==> config.mk <==
export PLATFORM = sky130hd
export DESIGN_NAME = board_ram
export DESIGN_NICKNAME = d
export VERILOG_FILES = /design/src/rtl/board_ram.sv
export SDC_FILE = /design/constraint.sdc
export NUM_CORES = 1
export LEC_CHECK = 0
export ABC_AREA = 1
export BUFFER_PORTS_ARGS = -buffer_cell sky130_fd_sc_hd__buf_2
export CAP_MARGIN = 20
export CORE_UTILIZATION = 30
export DETAILED_ROUTE_END_ITERATION = 6
export GPL_ROUTABILITY_DRIVEN = 0
export MAX_ROUTING_LAYER = met4
export RECOVER_POWER = 100
export SLEW_MARGIN = 20
export SYNTH_ARGS = -nofsm -noshare
export SYNTH_HDL_FRONTEND = slang
export SYNTH_SLANG_ARGS = --single-unit
export TNS_END_PERCENT = 20
==> constraint.sdc <==
create_clock -name clk -period 4.7 [get_ports clk]
set_input_delay 0.235 -clock clk [delete_from_list [all_inputs] [get_ports clk]]
set_output_delay 0.235 -clock clk [all_outputs]
set_load 0.05 [all_outputs]
==> src/rtl/board_ram.sv <==
// board_ram: single-clock X_SIZE x Y_SIZE board store with two registered read ports,
// one write port and a clear sweep. Optional cell counter enabled by `define BOARD_RAM_CNT_EN.
module board_ram #(
  parameter int X_SIZE       = 12,
  parameter int Y_SIZE       = 12,
  parameter int X_ADDR_WIDTH = 4,
  parameter int Y_ADDR_WIDTH = 4,
  parameter int DATA_WIDTH   = 2,
  parameter logic [DATA_WIDTH-1:0] CLEAR_VALUE = '0,
  parameter logic [DATA_WIDTH-1:0] COUNT_VALUE = DATA_WIDTH'(1),
  localparam int AW = X_ADDR_WIDTH + Y_ADDR_WIDTH,
  localparam int CW = $clog2(X_SIZE * Y_SIZE + 1)
) (
  input  logic                  clk,
  input  logic                  rst,
  input  logic                  clear_req,
  output logic                  busy,
  input  logic                  wr_en,
  input  logic [AW-1:0]         wr_addr,
  input  logic [DATA_WIDTH-1:0] wr_data,
  output logic                  wr_drop,
  input  logic [AW-1:0]         rd_a_addr,
  output logic [DATA_WIDTH-1:0] rd_a_data,
  input  logic [AW-1:0]         rd_b_addr,
  output logic [DATA_WIDTH-1:0] rd_b_data
`ifdef BOARD_RAM_CNT_EN
  ,
  output logic [CW-1:0]         cell_cnt
`endif
);

  localparam logic [X_ADDR_WIDTH:0]   X_LIM  = (X_ADDR_WIDTH + 1)'(X_SIZE);
  localparam logic [Y_ADDR_WIDTH:0]   Y_LIM  = (Y_ADDR_WIDTH + 1)'(Y_SIZE);
  localparam logic [X_ADDR_WIDTH-1:0] X_LAST = X_ADDR_WIDTH'(X_SIZE - 1);
  localparam logic [Y_ADDR_WIDTH-1:0] Y_LAST = Y_ADDR_WIDTH'(Y_SIZE - 1);

  typedef enum logic {IDLE, CLEAR} state_t;

  state_t                  state, state_n;
  logic [X_ADDR_WIDTH-1:0] sx, sx_n;
  logic [Y_ADDR_WIDTH-1:0] sy, sy_n;

  logic [X_ADDR_WIDTH-1:0] wr_x, rd_a_x, rd_b_x, mem_x;
  logic [Y_ADDR_WIDTH-1:0] wr_y, rd_a_y, rd_b_y, mem_y;
  logic                    wr_in_range, rd_a_ok, rd_b_ok, wr_ok;
  logic                    mem_we;
  logic [DATA_WIDTH-1:0]   mem_wd;

`ifdef BOARD_RAM_CNT_EN
  (* ram_style = "distributed" *) logic [DATA_WIDTH-1:0] mem [X_SIZE][Y_SIZE];
`else
  (* ram_style = "block" *) logic [DATA_WIDTH-1:0] mem [X_SIZE][Y_SIZE];
`endif

  assign wr_x   = wr_addr[AW-1:Y_ADDR_WIDTH];
  assign wr_y   = wr_addr[Y_ADDR_WIDTH-1:0];
  assign rd_a_x = rd_a_addr[AW-1:Y_ADDR_WIDTH];
  assign rd_a_y = rd_a_addr[Y_ADDR_WIDTH-1:0];
  assign rd_b_x = rd_b_addr[AW-1:Y_ADDR_WIDTH];
  assign rd_b_y = rd_b_addr[Y_ADDR_WIDTH-1:0];

  assign wr_in_range = ({1'b0, wr_x} < X_LIM) && ({1'b0, wr_y} < Y_LIM);
  assign rd_a_ok     = ({1'b0, rd_a_x} < X_LIM) && ({1'b0, rd_a_y} < Y_LIM);
  assign rd_b_ok     = ({1'b0, rd_b_x} < X_LIM) && ({1'b0, rd_b_y} < Y_LIM);
  assign wr_ok       = (state == IDLE) && wr_en && wr_in_range;
  assign busy        = (state == CLEAR);

  always_ff @(posedge clk or posedge rst) begin
    if (rst) begin
      state <= CLEAR;
      sx    <= '0;
      sy    <= '0;
    end else begin
      state <= state_n;
      sx    <= sx_n;
      sy    <= sy_n;
    end
  end

  // Sweep walks y fastest; the write port is shared between sweep and user writes.
  always_comb begin
    state_n = state;
    sx_n    = sx;
    sy_n    = sy;
    mem_we  = 1'b0;
    mem_x   = wr_x;
    mem_y   = wr_y;
    mem_wd  = wr_data;
    case (state)
      IDLE: begin
        mem_we = wr_ok;
        if (clear_req) begin
          state_n = CLEAR;
          sx_n    = '0;
          sy_n    = '0;
        end
      end
      CLEAR: begin
        mem_we = 1'b1;
        mem_x  = sx;
        mem_y  = sy;
        mem_wd = CLEAR_VALUE;
        if (sy == Y_LAST) begin
          sy_n = '0;
          if (sx == X_LAST) state_n = IDLE;
          else              sx_n    = sx + X_ADDR_WIDTH'(1);
        end else begin
          sy_n = sy + Y_ADDR_WIDTH'(1);
        end
      end
      default: state_n = CLEAR;
    endcase
  end

  always_ff @(posedge clk) begin
    if (mem_we) mem[mem_x][mem_y] <= mem_wd;
  end

  // Non-blocking reads against the same-edge write give read-first behaviour.
  always_ff @(posedge clk or posedge rst) begin
    if (rst) begin
      rd_a_data <= '0;
      rd_b_data <= '0;
      wr_drop   <= 1'b0;
    end else begin
      rd_a_data <= rd_a_ok ? mem[rd_a_x][rd_a_y] : CLEAR_VALUE;
      rd_b_data <= rd_b_ok ? mem[rd_b_x][rd_b_y] : CLEAR_VALUE;
      wr_drop   <= wr_en && !wr_ok;
    end
  end

`ifdef BOARD_RAM_CNT_EN
  localparam int            CNT_INIT_I = (CLEAR_VALUE == COUNT_VALUE) ? X_SIZE * Y_SIZE : 0;
  localparam logic [CW-1:0] CNT_INIT   = CW'(CNT_INIT_I);

  logic [DATA_WIDTH-1:0] old_cell;
  logic                  clr_start;

  assign old_cell  = mem[wr_x][wr_y];
  assign clr_start = (state == IDLE) && clear_req;

  always_ff @(posedge clk or posedge rst) begin
    if (rst) begin
      cell_cnt <= CNT_INIT;
    end else if (clr_start) begin
      cell_cnt <= CNT_INIT;
    end else if (wr_ok) begin
      if (old_cell != COUNT_VALUE && wr_data == COUNT_VALUE)
        cell_cnt <= cell_cnt + CW'(1);
      else if (old_cell == COUNT_VALUE && wr_data != COUNT_VALUE)
        cell_cnt <= cell_cnt - CW'(1);
    end
  end
`endif

endmodule

* Word level (Yosys, flattened, before mapping)
Memories as Yosys holds them, arrays and structs flattened.
Cells that the tools add are included.
** Storage, ports and cells
- Bits in latches :: 0
- Memory bits (writable) :: 288
- ROM bits :: 0
- Input bits :: 30
- Flip-flop bits (word level) :: 14
- Memories :: 1
- Output and inout bits :: 6
- Logic and storage cells :: 63
** Operators by class
- Order comparisons :: 10
- Add/subtract/negate cells :: 2
- Reductions and logical operators :: 9
- Divide/modulo/power cells :: 0
- Multiplexer cells :: 26
- Bitwise operators :: 4
- Equal/unequal tests :: 5
- Shifts and indexed selects :: 0
- Multiply operators :: 0
** Memory list
- mem :: words 12, width 24, read ports 2, clocked after Yosys merged registers in 0, write ports 1, line 52 : (* ram_style = "block" *) logic [DATA_WIDTH-1:0] mem [X_SIZE][Y_SIZE];
** Operators by type and width (count)
- $lt 4x4->1 const B :: 6
- $mux 24 :: 1
- $mux 4 :: 6
- $bmux 2 s4 :: 2
- $mux 2 :: 8
- $pmux 4 s2 :: 2
- $ge 5x5->1 const B :: 3
- $not 4->5 :: 3
- $add 4x1->4 const B :: 2
- $demux 2 s4 :: 1
- $eq 4x4->1 const B :: 2
- $logic_and 1x1->1 :: 7
- $lt 5x1->1 const B :: 1
- $mux 1 :: 4
- $ne 2x2->1 const B :: 2
- $pmux 1 s2 :: 2
- $reduce_and 3->1 :: 1
- $ne 2x1->1 const B :: 1
- $logic_not 1->1 :: 1
- $not 1->1 :: 1

* Depth between registers and ports, before layout
Gate-level depths: netlist of the first run.
- Depth in word-level cells :: 7
- Gate-level depth with buffers :: 14
- Depth with buffers taken out :: 13

* Worst setup path before layout of the first run
OpenSTA, ideal clock, no wires.
- Path kind :: register -> register
- Start :: register state, in the netlist busy
- End :: memory mem[0][0] in the netlist's numbering, data pin
- Setup slack :: -0.288 ns
- Cell stages (with the launch flop) :: 4
- Clock period less this slack :: 4.988 ns
- Setup time :: 0.879 ns
- Data required time :: 3.821 ns
- Buffers on the path :: 2
- Data arrival time :: 4.109 ns
- Cells stage by stage :: dfstp_2 buf_4 buf_6 nor2_1
** On the way
- Cells in the longest elaborated chain, start to end :: 1
** Ends and longest elaborated chain
- start: declaration :: line 39 : state_t state, state_n;
- start signal: assignment :: line 74 : state <= state_n;
- $mux 2 :: line 89 : case (state)
- named net mem_wd[0] :: line 47 : logic [DATA_WIDTH-1:0] mem_wd;
- end: declaration :: line 52
The timed path passes the listed nets, and every way through them passes these cells.

* Worst setup path in the final report of the first run
- Start :: register state, in the netlist busy
- End :: memory mem[0][22] in the netlist's numbering, data pin
Same word-level chain as after synthesis.

==> results of run 1 <==
[layout by cell type, fill, tap and decap left out, drive strengths merged, types with 9 or more instances in the layout]
cell type and n:
o21ai 125, clkbuf 61, buf 41, nand3 357, a21oi 71, inv 119
edfxtp 288, clkinv 9, o211ai 49, dfrtp 13, nor2 236, nand2 433
[what timing repair did]
item,4_1_cts,5_1_grt
hold buffers,4,0
gates resized for setup,0,0
hold endpoints to repair,15,0
buffers inserted,0,0
[layer usage]
layer,vias up,global-route usage (%)
met3,153,3.442
met5,-,-
met4,0,8.619
li1,6287,-
met1,6541,24.39
met2,799,30.86
[state kept, by name (all words and copies together), names as in the netlist]
name and flops:
sx 4, busy 1, mem 288, rd_b_data 2
rd_a_data 2, wr_drop 1, sy 4
[area by class of cell]
type,count,area (µm²),area share (%)
Clock inverter,9,91.34,0.5173
Clock buffer,50,974.7,5.520
Sequential cell,302,9000,50.97
Multi-Input combinational cell,1301,5877,33.28
Tap cell,688,860.8,4.875
Timing Repair Buffer,56,392.9,2.225
Inverter,122,461.7,2.615
[cell families (layout without fill, tap and decap cells)]
logic type | Yosys count | after routing
AND/OR/NAND/NOR | 1034 | 1034
flip-flops | 302 | 302
buffers and inverters | 263 | 237
AO/OA/AOI/OAI | 261 | 261
XOR/XNOR | 4 | 4
adder cells (fa/ha/maj) | 2 | 2
[worst max-delay path, delay by kind of cell (launching register included)]
kind          cells  cell delay (ps)
simple gates      1             1260
buf+inv           2             1480
flops             1              590
[stage by stage]
step	setup WS, ps	setup TNS, ps	hold slack [ps]
floorplan	-287.5	-82800	123.5
global placement	1945	0	367.9
detailed placement	1876	0	367.7
CTS	1849	0	7.795
global route	787.5	0	37.34
finish	1014	0	34.40
[path summary, 6_finish.rpt]
check / startpoint / end / slack (ps) / cells after the start
max: busy$_DFF_PP1_ / mem[0][22]$_DFFE_PP_ / 1010 / 3
min: rd_b_addr[3] / rd_b_data[1]$_DFF_PP0_ / 30 / 4
min reg2reg: sx[3]$_DFFE_PP0P_ / sx[3]$_DFFE_PP0P_ / 540 / 2
max in group asynchronous: rst / rd_a_data[1]$_DFF_PP0_ / 3900 / 3
max reg2reg: busy$_DFF_PP1_ / mem[0][22]$_DFFE_PP_ / 1010 / 3
min in group asynchronous: rst / sx[0]$_DFFE_PP0P_ / 350 / 3
[report_power, final]
group	internal [mW]	switching [mW]	leakage, nW
registers	3.03	0.0598	2.84
logic	0.270	0.960	3.20
clock network	1.55	1.07	0.520
total	4.84	2.09	6.56
==> impl_metrics.toml, run 1 <==
[layout]
diodes = 0
area_delta_synth_final_pct = 10.17
fin_nets = 1851
instances_no_fill = 2528
post-route-util_pct = 33.54
fin_area_mm2 = 0.01766
drive_gt1_share_pct = 5.163
n_fill_cell = 5361

[floorplanning]
io_pins = 36
die_x_um = 233.1
rows = 84
dieHeight_um = 233.1
die-area_mm2 = 0.05435
start_util_pct = 30.44
core_mm2 = 0.05266

[sta]
tightest_slew_ps = 3027
skew_ps = 12.71
report.final.slew_viol_count = 300
finalCritPeriodShare_pct = 78.43
rsz0062_at_grt = "no"
setup_viol = 0
min_period_ps = 3686
max_slew_margin_pct = -101.8
hold_viol = 0
fmax_mhz = 271.3

[setup_path]
start_kind = "flop"
cp-end-kind = "flop"
path_class = "reg2reg"
cp_slowest_cell = "nor2_1"
cp_max_fo = 103
slowest_delay_ps = 1260
cp.required_ps = 4970
path_cells = "nor2_1 > clkbuf_1 > buf_12"
worstPathArrival_ps = 3950

[clock_network]
cts_buffers = 36
cts-root-buf = "clkbuf_16"
clk_latency_ps = 530
max-clock-path-buffers = 3
cts_tree = "built"
cts.sinks = 302
htreeDepth = 2
clkTransAtPathRegs_ps = 60

[yosys]
synth-xor-area-share_pct = 0.2186
synth.top_cell.area_share_pct = 53.96
ys_seq_area_share_pct = 56.15
synth_edf_count = 288
synth_fa_ha_area_share_pct = 0.1561
synthDistinctLibCells = 29
synth_area_leader_cell = "edfxtp_1"
synth_cells = 1866
yosys_warnings = 0
ys_ff_latch = 302
synthMuxAreaShare_pct = 0
syn_nets = 1898
syn_avg_cell_area_um2 = 8.589
netlist_area_mm2 = 0.01603
synth_compound_area_share_pct = 9.196
synth_most_common_cell = "nand2_1"
synth_top_family_by_area = "simple AND/OR/NAND/NOR gates"
synth-simple-area-share_pct = 27.09
yosys-top-cells-count = "nand2_1 (433), nand3_1 (357), edfxtp_1 (288)"
synth_top_cells_by_area = "edfxtp_1 (54%), nand3_1 (11%), nand2_1 (10%)"
synth_flop_cell = "edfxtp_1"
synthArstFlopShare_pct = 4.636

[global_route]
antenna_found_initial = 0
grt_pass1_vias = 13330
gr-usage-all-layers_pct = 19.52
grt_pass1_wl_um = 77930
grt_max_degree = 174
grt-ovfl-total = 0

[routing]
first_pass_iters = 5
wl_met3_um = 5229
detail-route-antenna-nets = 0
wl_um = 51910
wl_per_cell_um = 20.53
drt_iter0_drc = 1489
route.met2.wl_um = 24080
wl_met1_um = 20500
top_layer = "met4"
viasPerCell = 5.451
remaining_drc_errors = 0
num_vias = 13780

[place]
portBuffers = 35
hpwlAfterDp_um = 30280
dp_cells = 2464
dpl_cell_area_mm2 = 0.01659

[power]
power_density_mw_per_mm2 = 392.6
leakagePower_nw = 6.558
power.total_mw = 6.932
ir_drop_uv = 356.9

[outcome]
status = "finished, violations left"
violations = "max-capacitance violations, max-slew violations"

[flow_run]
max_cap_violations = 4

[worst_hold_path]
hold_class = "in2reg"
Note: power is estimated with default switching activity, not from simulation.
==> run 2, diff against run 1 <==
==> constraint.sdc (replaced) <==
create_clock -name clk -period 3.6 [get_ports clk]
set_input_delay 0.18 -clock clk [delete_from_list [all_inputs] [get_ports clk]]
set_output_delay 0.18 -clock clk [all_outputs]
set_load 0.05 [all_outputs]
==> run 2 against run 1 <==
The flow still finishes with violations (max-capacitance violations, max-slew violations); clock skew grew 7.4 ps; via count grew 0.71%; critical path depth grew 1; utilization grew 0.33 points; design area grew 0.97%; hold slack lost 15 ps; register-to-register slack lost 540 ps; largest cell class unchanged; largest power group unchanged.
==> impl_metrics.toml, run 2 (synthesis results as in run 1) <==
[outcome]
status = "finished, violations left"
violations = "max-capacitance violations, max-slew violations"

[sta]
hold_viol = 0
finalCritPeriodShare_pct = 86.92
setup_viol = 0
max_slew_margin_pct = -12.59
fmax_mhz = 319.6
min_period_ps = 3129
skew_ps = 20.09
tightest_slew_ps = 1689
rsz0062_at_grt = "no"
fin_tns_setup_ps = 0
report.final.slew_viol_count = 145
hold_slack_ps = 19.57

[setup_path]
r2r_start = "busy$_DFF_PP1_"
cp_slowest_cell = "dfstp_1"
crit_end = "mem[4][19]$_DFFE_PP_"
rrSetupSlack_ps = 470
cp.required_ps = 3790
path_cells = "o21ai_0 > nor3_1 > nand3_1 > nor2_1"
slowest_delay_ps = 950
critical_path_depth = 4
setup.worst_path.start = "busy$_DFF_PP1_"
start_kind = "flop"
cp_max_fo = 21
crit_buf_inv = 0
rr_endpoint = "mem[4][19]$_DFFE_PP_"
worstPathArrival_ps = 3320
cp-end-kind = "flop"
path_class = "reg2reg"
crit_family = "simple AND/OR/NAND/NOR gates"
r2r_cells = 4

[layout]
multiInputGateArea_mm2 = 0.005883
layout_commonest_cell = "nand2_1"
final_cell_mix = "nand2_1 (433), nand3_1 (357), edfxtp_1 (288)"
fin_nets = 1866
top_register = "mem"
diodes = 0
area_delta_synth_final_pct = 11.24
reg_top3 = "mem (288), sx (4), sy (4)"
drive_gt1_share_pct = 6.401
largest_reg_flops = 288
fin_area_mm2 = 0.01783
n_fill_cell = 5319
register_area_mm2 = 0.009000
post-route-util_pct = 33.86

[routing]
remaining_drc_errors = 0
wl_per_cell_um = 20.12
detail-route-antenna-nets = 0
wl_um = 51240
num_vias = 13880
drt_iter0_drc = 1608
first_pass_iters = 6
viasPerCell = 5.449

[power]
leakagePower_nw = 6.664
ir_drop_uv = 363.8
power_density_mw_per_mm2 = 507.8

[clock_network]
max-clock-path-buffers = 3
cts.sinks = 302
cts-root-buf = "clkbuf_16"
post_cts_resize_count = 0
clk_latency_ps = 530
cts_tree = "built"
clkTransAtPathRegs_ps = 60
cts_buffers = 34
htreeDepth = 2

[global_route]
grt.busiest_layer = "met2"
met2_usage_pct = 30.28
globalRouteMet3Util_pct = 2.869
grt_pass1_wl_um = 78640
grt.met1_usage_pct = 24.16
grt_max_degree = 145
gr-usage-all-layers_pct = 19.40
grt_pass1_vias = 13520
antenna_found_initial = 1
grt-ovfl-total = 0

[floorplanning]
io_pins = 36
dieHeight_um = 233.1
die_x_um = 233.1
start_util_pct = 30.44
die-area_mm2 = 0.05435
rows = 84
core_mm2 = 0.05266

[flow_run]
max_cap_violations = 1

[worst_hold_path]
hold_class = "in2reg"
hp-start = "rd_a_addr[3]"

[place]
portBuffers = 35
dpl_cell_area_mm2 = 0.01675
hpwlAfterDp_um = 31520
run 2: cell count changes in the layout (fill, tap and decap cells not counted), moves of 3 or more:
| cell | previous run | this run |
|---|---|---|
| o21ai_0 | 117 | 120 |
| buf_4 | 11 | 24 |
| clkbuf_16 | 37 | 34 |
| o21ai_1 | 8 | 5 |
| buf_12 | 2 | 7 |
| clkinv_1 | 5 | 11 |
| clkbuf_1 | 21 | 12 |
run 2: worst min path at each step:
stage | endpoint | slack (ps) | cells after the start
after global placement | sx[3]$_DFFE_PP0P_ | 320 | 2
after global routing | rd_a_data[1]$_DFF_PP0_ | 70 | 4
final | rd_a_data[0]$_DFF_PP0_ | 20 | 4
after detailed placement | wr_drop$_DFF_PP0_ | 320 | 2
after CTS | rd_a_data[1]$_DFF_PP0_ | 30 | 4
after floorplan | rd_a_data[0]$_DFF_PP0_ | 70 | 1
run 2: metrics by stage:
| step | power (mW) | cells | setup WS, ps |
|---|---|---|---|
| 2_1_floorplan | 5.121 | 1866 | -1388 |
| 3_3_place_gp | 5.672 | 2482 | 919.4 |
| 3_5_place_dp | 5.694 | 2482 | 798.7 |
| 4_1_cts | 9.074 | 2547 | 772.2 |
| 5_1_grt | 9.369 | 2547 | 311.2 |
| 6_report | 9.054 | 2547 | 471.0 |
run 2: layer usage:
layer | vias to the layer above | routed length, µm | part of all wire (%)
li1 | 6320 | - | -
met1 | 6581 | 20400 | 40
met2 | 794 | 23560 | 46
met3 | 183 | 4378 | 8.5
met4 | 0 | 2901 | 5.7
met5 | - | 0 | 0
run 2: final cells by class:
cell class,instances,share of cell area [%]
sequential,302,50.48
multi-input combinational,1301,33.00
clock buffer,41,5.032
tap,688,4.828
timing repair buffer,73,3.053
inverter,122,2.589
clock inverter,20,1.025
run 2: tightest hold or removal path: cells and delay by family:
family / cells / cell delay, ps
AO/OA/AOI/OAI: 1 / 80
buffers and inverters: 2 / 150
AND/OR/NAND/NOR: 1 / 70
run 2: where the power goes:
group | switching [mW] | leakage, nW | internal (mW)
sequential | 0.0771 | 2.84 | 3.95
combinational | 1.26 | 3.29 | 0.367
clock | 1.41 | 0.531 | 1.99
total | 2.74 | 6.66 | 6.31
run 2: timing repair:
| action | CTS | global route |
|---|---|---|
| hold endpoints to repair | 16 | 0 |
| hold buffers | 4 | 0 |
| setup buffers | 0 | 0 |
==> run 3, diff against run 2 <==
--- a/config.mk
+++ b/config.mk
@@ -5,9 +5,8 @@
 export SDC_FILE = /design/constraint.sdc
 export NUM_CORES = 1
 export LEC_CHECK = 0
-export ABC_AREA = 1
 export BUFFER_PORTS_ARGS = -buffer_cell sky130_fd_sc_hd__buf_2
-export CAP_MARGIN = 20
+export CAP_MARGIN = 5
 export CORE_UTILIZATION = 30
 export DETAILED_ROUTE_END_ITERATION = 6
 export GPL_ROUTABILITY_DRIVEN = 0
==> run 3 against run 2 <==
Critical endpoint is now mem[5][1]$_DFFE_PP_; power shrank 2.7%; the run still ends with max-capacitance violations, max-slew violations left; design area shrank 4.4%; maximum frequency grew 4.7%; via count shrank 34%; utilization grew 0.13 points; first-iteration DRC count shrank 35%; sequential cell count is the same.
==> impl_metrics.toml, run 3 <==
[outcome]
status = "finished, violations left"
violations = "max-capacitance violations, max-slew violations"

[yosys]
syn_avg_cell_area_um2 = 16.09
synth_compound_area_share_pct = 3.778
synthMuxAreaShare_pct = 25.71
synth_area_leader_cell = "edfxtp_1"
synthArstFlopShare_pct = 4.636
synth_fa_ha_area_share_pct = 0.1639
syn_nets = 981
ys_seq_area_share_pct = 58.95
synth_edf_count = 288
netlist_area_mm2 = 0.01527
synth_most_common_cell = "edfxtp_1"
synth_cells = 949
yosys-top-cells-count = "edfxtp_1 (288), nor2_1 (170), mux4_2 (137)"
synth_flop_cell = "edfxtp_1"
synth-simple-area-share_pct = 7.598
synth-xor-area-share_pct = 0.1721
synth_top_family_by_area = "multiplexers"
ys_ff_latch = 302
yosys_warnings = 0
synthDistinctLibCells = 62
synth_top_cells_by_area = "edfxtp_1 (57%), mux4_2 (20%), nor2_1 (4.2%)"
synth.top_cell.area_share_pct = 56.65

[sta]
report.final.slew_viol_count = 185
postLayoutSetupSlackWorst_ps = 611.0
max_slew_margin_pct = -4.127
setup_viol = 0
fin_tns_setup_ps = 0
fmax_mhz = 334.6
hold_viol = 0
skew_ps = 29.67
hold_slack_ps = 38.53
rsz0062_at_grt = "no"
min_period_ps = 2989
tightest_slew_ps = 1555
finalCritPeriodShare_pct = 83.03

[global_route]
globalRouteMet3Util_pct = 3.214
antenna_found_initial = 0
grt_pass1_wl_um = 60880
gr-usage-all-layers_pct = 16.50
grt.met1_usage_pct = 22.36
grt.busiest_layer = "met2"
grt_pass1_vias = 9376
grt_max_degree = 145
met2_usage_pct = 25.35
grt-ovfl-total = 0

[power]
ir_drop_uv = 472.9
leakagePower_nw = 5.372
power_density_mw_per_mm2 = 516.6
power.total_mw = 8.808
p_comb_share_pct = 16.1
power.share.sequential_pct = 46.0
swShare_pct = 28.70
power_frac_clock_pct = 37.9
power_switching_mw = 2.528
p_int_mw = 6.280

[routing]
remaining_drc_errors = 0
num_vias = 9123
detail-route-antenna-nets = 0
wl_um = 40760
wl_per_cell_um = 24.60
viasPerCell = 5.506
drt_iter0_drc = 1039
first_pass_iters = 5

[setup_path]
cp_max_fo = 44
r2r_cells = 3
cp_slowest_cell = "nor2b_2"
rr_endpoint = "mem[5][1]$_DFFE_PP_"
crit_buf_inv = 2
path_cells = "buf_4 > nor2b_2 > clkbuf_2"
slowest_delay_ps = 1190
worstPathArrival_ps = 3250
r2r_start = "busy$_DFF_PP1_"
setup.worst_path.start = "busy$_DFF_PP1_"
start_kind = "flop"
critical_path_depth = 3
cp-end-kind = "flop"
path_class = "reg2reg"
crit_end = "mem[5][1]$_DFFE_PP_"
rrSetupSlack_ps = 610
crit_family = "simple AND/OR/NAND/NOR gates"
cp.required_ps = 3860

[place]
hpwlAfterDp_um = 26640
pre_cts_ws_ps = 758.8
portBuffers = 35
dp_cells = 1595

[clock_network]
cts_tree = "built"
clkTransAtPathRegs_ps = 70
post_cts_resize_count = 0
cts_buffers = 31
cts-root-buf = "clkbuf_16"
clk_latency_ps = 600
htreeDepth = 1
cts.sinks = 302
max-clock-path-buffers = 3

[layout]
register_area_mm2 = 0.009000
drive_gt1_share_pct = 25.38
layout_commonest_cell = "edfxtp_1"
largest_reg_flops = 288
diodes = 0
area_delta_synth_final_pct = 11.70
top_register = "mem"
fin_nets = 992
n_fill_cell = 4789
instances_no_fill = 1657
final_cell_mix = "edfxtp_1 (288), nor2_1 (170), mux4_2 (137)"
multiInputGateArea_mm2 = 0.005723
reg_top3 = "mem (288), sx (4), sy (4)"

[floorplanning]
io_pins = 36
dieHeight_um = 227.6
core_mm2 = 0.05017
die_x_um = 227.6
rows = 82
start_util_pct = 30.43
die-area_mm2 = 0.05179

[flow_run]
max_cap_violations = 2

[worst_hold_path]
hold_class = "in2reg"
hold_depth = 3
[run 3: worst reg2reg max path, delay by kind of cell (launching register included)]
kind | cells | cell delay, ps
AND/OR/NAND/NOR | 1 | 1200
buffers and inverters | 2 | 1090
flip-flops | 1 | 370
[run 3: worst min-delay path by stage]
stage,slack [ps],end,from
floorplan,70,rd_a_data[0]$_DFF_PP0_,rst
global placement,330,sy[1]$_DFFE_PP0P_,rst
detailed placement,340,sy[1]$_DFFE_PP0P_,rst
CTS,1,rd_a_data[1]$_DFF_PP0_,rd_a_addr[2]
global route,40,rd_a_data[1]$_DFF_PP0_,rd_a_addr[2]
finish,40,rd_a_data[1]$_DFF_PP0_,rd_a_addr[2]
[run 3: cells by family after synthesis]
kind of cell	count (synthesis)
buf+inv	93
simple gates	273
compound gates	79
xor+xnor	3
flops	302
mux	197
fa+ha+maj	2
[run 3: per-layer routing]
layer | up-vias | part of all wire [%]
met5 | - | 0
met4 | 0 | 2.6
met3 | 69 | 7.9
met2 | 422 | 47
met1 | 4784 | 42
li1 | 3848 | -
[run 3: metrics by stage]
step	area [µm²]	util, %
5_1_grt	17050	33.99
2_1_floorplan	15270	-
3_3_place_gp	16040	31.97
3_5_place_dp	16040	31.97
6_report	17050	33.99
4_1_cts	17130	34.15
[run 3: power by group through the flow]
stage                     clock, mW  sequential (mW)  combinational (mW)
after detailed placement          0             4.12                1.42
after CTS                      3.38             4.05                1.42
final                          3.34             4.05                1.42
after global placement            0             4.12                1.41
after global routing           3.52             4.07                1.51
after floorplan                   0             4.10               0.941
[run 3: layout make-up]
class,count,area share (%)
inverter,11,0.2421
tap,672,4.931
multi-input combinational,554,33.56
clock inverter,25,1.585
clock buffer,33,4.593
sequential,302,52.78
timing repair buffer,60,2.304
[run 3: timing repair]
action,CTS,global route
endpoints found under the hold margin,20,0
buffers inserted,0,0
hold buffers,4,0
